## src/rtl/sqrt_ctrl.sv

```systemverilog
// Sequencing FSM for the 8-bit Babylonian square-root datapath.
// Optional response statistics are built when SQRT_CTRL_STATS_EN is defined.
module sqrt_ctrl #(
    parameter int MIN_ITERS = 2,
    parameter int MAX_ITERS = 12,
    parameter int ITER_W    = 4
) (
    input  logic              clk,
    input  logic              rst_n,
    input  logic              req_valid,
    input  logic [7:0]        req_data,
    output logic              req_ready,
    output logic              rsp_valid,
    output logic [7:0]        rsp_data,
    output logic [ITER_W-1:0] rsp_iters,
    output logic              rsp_timeout,
    input  logic              rsp_ready,
    output logic [7:0]        dp_n,
    output logic              dp_ld,
    input  logic [7:0]        dp_result,
    input  logic              dp_flag,
    output logic [15:0]       stat_done,
    output logic [15:0]       stat_tmo
);

    typedef enum logic [1:0] {
        IDLE,
        LOAD,
        ITER,
        DONE
    } state_t;

    localparam logic [ITER_W-1:0] MinCnt = ITER_W'(MIN_ITERS);
    localparam logic [ITER_W-1:0] MaxCnt = ITER_W'(MAX_ITERS);

    state_t            state_q;
    logic [ITER_W-1:0] iter_cnt_q;
    logic [7:0]        dp_n_q;
    logic              dp_ld_q;
    logic              rsp_valid_q;
    logic [7:0]        rsp_data_q;
    logic [ITER_W-1:0] rsp_iters_q;
    logic              rsp_timeout_q;

    logic conv;
    logic at_max;
    logic rsp_hs;

    // Early flags are distrusted: small N can match guess and result spuriously.
    assign conv   = dp_flag && (iter_cnt_q >= MinCnt);
    assign at_max = (iter_cnt_q == MaxCnt);
    assign rsp_hs = rsp_valid_q && rsp_ready;

    always_ff @(posedge clk or negedge rst_n) begin
        if (!rst_n) begin
            state_q       <= IDLE;
            iter_cnt_q    <= '0;
            dp_n_q        <= '0;
            dp_ld_q       <= 1'b0;
            rsp_valid_q   <= 1'b0;
            rsp_data_q    <= '0;
            rsp_iters_q   <= '0;
            rsp_timeout_q <= 1'b0;
        end else begin
            unique case (state_q)
                IDLE: begin
                    if (req_valid) begin
                        dp_n_q <= req_data;
                        if (req_data == 8'd0) begin
                            state_q       <= DONE;
                            rsp_valid_q   <= 1'b1;
                            rsp_data_q    <= '0;
                            rsp_iters_q   <= '0;
                            rsp_timeout_q <= 1'b0;
                        end else begin
                            state_q <= LOAD;
                            dp_ld_q <= 1'b1;
                        end
                    end
                end
                LOAD: begin
                    dp_ld_q    <= 1'b0;
                    iter_cnt_q <= '0;
                    state_q    <= ITER;
                end
                ITER: begin
                    if (conv || at_max) begin
                        state_q       <= DONE;
                        rsp_valid_q   <= 1'b1;
                        rsp_data_q    <= dp_result;
                        rsp_iters_q   <= iter_cnt_q;
                        rsp_timeout_q <= !conv;
                    end else begin
                        iter_cnt_q <= iter_cnt_q + ITER_W'(1);
                    end
                end
                DONE: begin
                    if (rsp_hs) begin
                        rsp_valid_q <= 1'b0;
                        state_q     <= IDLE;
                    end
                end
                default: begin
                    state_q <= IDLE;
                end
            endcase
        end
    end

    assign req_ready   = (state_q == IDLE);
    assign rsp_valid   = rsp_valid_q;
    assign rsp_data    = rsp_data_q;
    assign rsp_iters   = rsp_iters_q;
    assign rsp_timeout = rsp_timeout_q;
    assign dp_n        = dp_n_q;
    assign dp_ld       = dp_ld_q;

`ifdef SQRT_CTRL_STATS_EN
    logic [15:0] stat_done_q, stat_done_d;
    logic [15:0] stat_tmo_q, stat_tmo_d;

    always_comb begin
        stat_done_d = stat_done_q;
        stat_tmo_d  = stat_tmo_q;
        if (rsp_hs) begin
            if (stat_done_q != 16'hFFFF) begin
                stat_done_d = stat_done_q + 16'd1;
            end
            if (rsp_timeout_q && (stat_tmo_q != 16'hFFFF)) begin
                stat_tmo_d = stat_tmo_q + 16'd1;
            end
        end
    end

    always_ff @(posedge clk or negedge rst_n) begin
        if (!rst_n) begin
            stat_done_q <= '0;
            stat_tmo_q  <= '0;
        end else begin
            stat_done_q <= stat_done_d;
            stat_tmo_q  <= stat_tmo_d;
        end
    end

    assign stat_done = stat_done_q;
    assign stat_tmo  = stat_tmo_q;
`else
    assign stat_done = '0;
    assign stat_tmo  = '0;
`endif

endmodule

```

## config.mk

```make
export PLATFORM = sky130hd
export DESIGN_NAME = sqrt_ctrl
export DESIGN_NICKNAME = d
export VERILOG_FILES = /design/src/rtl/sqrt_ctrl.sv
export SDC_FILE = /design/constraint.sdc
export NUM_CORES = 1
export LEC_CHECK = 0
export ABC_AREA = 0
export CORE_MARGIN = 2
export CORE_UTILIZATION = 45
export CTS_CLUSTER_DIAMETER = 150
export DETAILED_ROUTE_END_ITERATION = 8
export PLACE_DENSITY_LB_ADDON = 0.3
export RECOVER_POWER = 100
export SLEW_MARGIN = 20
export SYNTH_ARGS = -nofsm -noshare
export SYNTH_HDL_FRONTEND = slang
export SYNTH_SLANG_ARGS = --single-unit
```

## constraint.sdc

```tcl
create_clock -name clk -period 5.09 [get_ports clk]
set_input_delay 1.018 -clock clk [delete_from_list [all_inputs] [get_ports clk]]
set_output_delay 1.018 -clock clk [all_outputs]
set_load 0.01 [all_outputs]
```

; ---- After elaboration in Yosys (flattened, before gate mapping)
; Cells that the tools add are included.
[op_classes]
reduce_logical = 16
div = 0
muxes = 27
order_cmp = 1
n_mul = 0
shifts = 0
n_bitwise = 0
addsub = 1
n_eq_ne = 10
[op_table]
columns = operator, count
row1 = 2-to-1 mux 8 bit, 3
row2 = 2-to-1 mux 4 bit, 4
row3 = case mux 4 bit (2 select lines), 2
row4 = case mux 8 bit (2 select lines), 1
row5 = != test 2 bit (second input constant), 5
row6 = 2-to-1 mux 1 bit, 9
row7 = zero test 8 bit, 1
row8 = 2-to-1 mux 2 bit, 4
row9 = case mux 2 bit (4 select lines), 1
row10 = AND reduction 3 bit, 2
row11 = nonzero test 2 bit, 3
row12 = AND reduction 5 bit, 1
row13 = adder 4 x 1 -> 4 bit (second input constant), 1
row14 = equality test 2 bit (second input constant), 2
row15 = equality test 4 bit (second input constant), 1
row16 = >= comparator 4 x 2 -> 1 bit (second input constant), 1
row17 = case mux 1 bit (2 select lines), 2
row18 = AND reduction 2 bit, 2
row19 = AND reduction 4 bit, 1
row20 = case mux 1 bit (3 select lines), 1
row21 = nonzero test 3 bit, 1
row22 = equality test 2 x 1 -> 1 bit (second input constant), 1
row23 = logical AND 1 bit, 2
row24 = zero test 2 bit, 1
row25 = other kinds (3), 3
[totals]
latch_bits = 0
elab_cells = 63
register_bits = 29
romBits = 0
in_bits = 21
out_inout_bits = 56
n_memories = 0
ramBits = 0

; ---- Depth between registers and ports, before layout
[depth]
ltp_word = 5
mapped_depth = 8
mapped_depth_nobuf = 6

; ---- Least setup slack after synthesis
; Ideal clock, no wire load.
[synth_path]
path_kind = input to register
from = input req_data[5]
to = register rsp_data_q[3], in the netlist rsp_data[3]
stages = 5
n_path_buf = 1
arrival_ns = 2.191
required_ns = 5.011
setup_time_ns = 0.079
slack_ns = 2.820
cell_sequence = nor4_1 -> a31oi_1 -> nor3_4 -> buf_8 -> mux2i_1
[synth_between]
elab_chain_len = 3
[synth_rtl]
columns = item, line
row1 = "start, declared", 11  ; input logic [7:0] req_data,
row2 = zero test 8 bit, 69  ; if (req_data == 8'd0) begin
row3 = != test 2 x 1 -> 1 bit (no source line), --
row4 = AND reduction 4 bit (no source line), --
row5 = "end signal, assigned", 90  ; rsp_data_q <= dp_result;
row6 = "end, declared", 41  ; logic [7:0] rsp_data_q;
; Every way passes these cells.
; A chain may end at the register's enable or synchronous reset.

; ---- Worst setup path after layout
[layout_path]
from = input req_data[5]
to = register rsp_data_q[5], in the netlist rsp_data[5]
; Same word-level chain as after synthesis.

==> reports/results.ini <==
[clock_tree]
postCtsResizedCells=0
clock-sinks=29
cts_buffers=5
cts_tree=done
clk_latency_ps=280
post_cts_buffers=0
clkTransAtPathRegs_ps=60
cts_max_level=2
clock-root-buffer=clkbuf_8
holdBufCountCts=0
clockBufferDepth=2

[layout]
final_layout_size_suffix_gt1_frac=0.0758
most-common-layout-cells=32 x conb_1, 29 x dfrtp_1, 28 x dlygate4sd3_1, 18 x inv_1, 18 x nand2_1
finalNetCount=239
multi_input_area_um2=732
mostFrequentLayoutCell=conb_1
layout-area-overhead-vs-synth_pct=23.6
n_fill_cell=347
area.sequential_um2=726
diodes=0

[critical_path]
path_class=input port to flip-flop
startpoint_type=input port
required_ps=5290
cp-end-kind=flip-flop
cp_max_fo=13
worstPathArrival_ps=3280

[grt]
grt_pass1_vias=1246
grt_max_degree=30
grt_usage=0.165
overflow=0
grt_pass1_wl_mm=5.33
antenna_found_initial=0

[sta]
rsz0062_at_grt=no
fin_crit_ps=3080
fin_setup_tns_ps=0
post-route-period-util=0.605
slew_violations=30
clock_skew_ps=2.42
worst_slew_pin_slew_ps=1580
fin_ws_ps=2010
max_slew_margin=-0.0531
hold_viol=0
fmax_mhz=325
finalSetupViolations=0

[outcome]
outcome=finished, violations left
violations=max-capacitance violations, max-slew violations

[die]
io_pins=77
rows=22
dieArea_um2=4310
die_h_um=65.7
die_w_um=65.7
start_util=0.468
coreArea_um2=3660

[synth]
ys_seq_area_frac=0.424
ys_ff_latch=29
avgSynthCellArea_um2=10.4
syn_inst=165
syn-cell-area_um2=1710
ys_types=27
yosys_warnings=0

[placement]
hpwl_mm=2.30
pre_cts_ws_ps=1810
gp_congestion=0.705
port_buffers=44

[detailed_routing]
ant_nets=0
drc_errors=0
via_count=1187
dr.pass1.iters=4
routed_wl_mm=3.11
wl_per_cell_um=12.0
drtIter0Drc=57
drt-vias-per-instance=4.58

[power]
peakVddDrop_v=0.000275
p_leak_uw=0.000997
finalPower_uw=1130
powerDensity_nw_per_um2=532

[min_path]
min_path_type=flip-flop to flip-flop

[job]
maxCapViolations=1

through the flow:
step	util	area, um^2	instances	hold WS, ps
CTS	0.586	2140	259	508
global placement	0.562	2060	252	489
detailed placement	0.562	2060	252	495
global route	0.578	2120	259	521
floorplan	-	1830	196	518
finish	0.578	2120	259	500
Yosys cell counts:
master | instances | area (um^2)
a2111oi_2 | 1 | 15.0
a21o_1 | 2 | 15.0
a31oi_1 | 3 | 18.8
and3_1 | 2 | 12.5
buf_4 | 32 | 240
buf_6 | 1 | 11.3
buf_8 | 1 | 15.0
clkbuf_1 | 3 | 11.3
conb_1 | 1 | 3.75
dfrtp_1 | 29 | 726
ha_1 | 7 | 87.6
inv_1 | 18 | 67.6
mux2_2 | 8 | 90.1
mux2i_1 | 16 | 160
nand2_1 | 18 | 67.6
nand2b_1 | 1 | 6.26
nand3_1 | 2 | 10.0
nand3_2 | 1 | 10.0
nand4_1 | 2 | 12.5
nor2_1 | 4 | 15.0
nor2b_1 | 4 | 25.0
nor3_4 | 1 | 16.3
nor4_1 | 2 | 12.5
o21ai_0 | 2 | 10.0
o31ai_1 | 1 | 7.51
o41ai_4 | 1 | 27.5
xor2_1 | 2 | 17.5
sequential cells by signal (all words and copies together), names as in the netlist:
name         flops
dp_ld            1
dp_n             8
iter_cnt_q       4
rsp_data         8
rsp_iters        4
rsp_timeout      1
rsp_valid        1
state_q          2
area by class of cell:
class	instances	area share
multi-input combinational	112	0.346
sequential	29	0.343
timing repair buffer	45	0.210
clock buffer	7	0.0408
inverter	18	0.0319
tap	48	0.0284
routing by layer:
layer / routed length (um) / part of all wire / track usage
met1: 1180 / 0.38 / 0.168
met5: 0 / 0 / 0
met3: 233 / 0.075 / 0.0651
met4: 53 / 0.017 / 0.0625
met2: 1650 / 0.53 / 0.299
power breakdown:
part / switching [uW] / internal [uW] / total (uW)
sequential: 60.7 / 337 / 397
combinational: 267 / 273 / 540
clock: 82.4 / 107 / 189
total: 410 / 717 / 1130
path summary, 6_finish.rpt:
check	startpoint	to	slack, ps	cells after the start
min	dp_n[2]	dp_n[2]	500	1
min in group asynchronous	rst_n	rsp_data[5]	1660	2
max reg2reg	state_q[0]	rsp_data[5]	2670	6
min reg2reg	dp_n[2]	dp_n[2]	500	1
max	req_data[5]	rsp_data[5]	2010	5
max in group asynchronous	rst_n	dp_n[7]	2500	2
cells by family after synthesis:
family / count (synthesis) / share of synthesized area
AO/OA/AOI/OAI: 10 / 0.0548
XOR/XNOR: 2 / 0.0102
buffers and inverters: 55 / 0.202
adder cells (fa/ha/maj): 7 / 0.0512
flip-flops: 29 / 0.424
AND/OR/NAND/NOR: 37 / 0.110
multiplexers: 24 / 0.146
other: 1 / 0.00219
critical path, cell delays in order:
cell and delay, ps:
dlygate4sd3_1 560, nor4_1 540, a31oi_1 250, nor3_4 640, mux2i_1 270
Power figures use the tool's default switching activity.
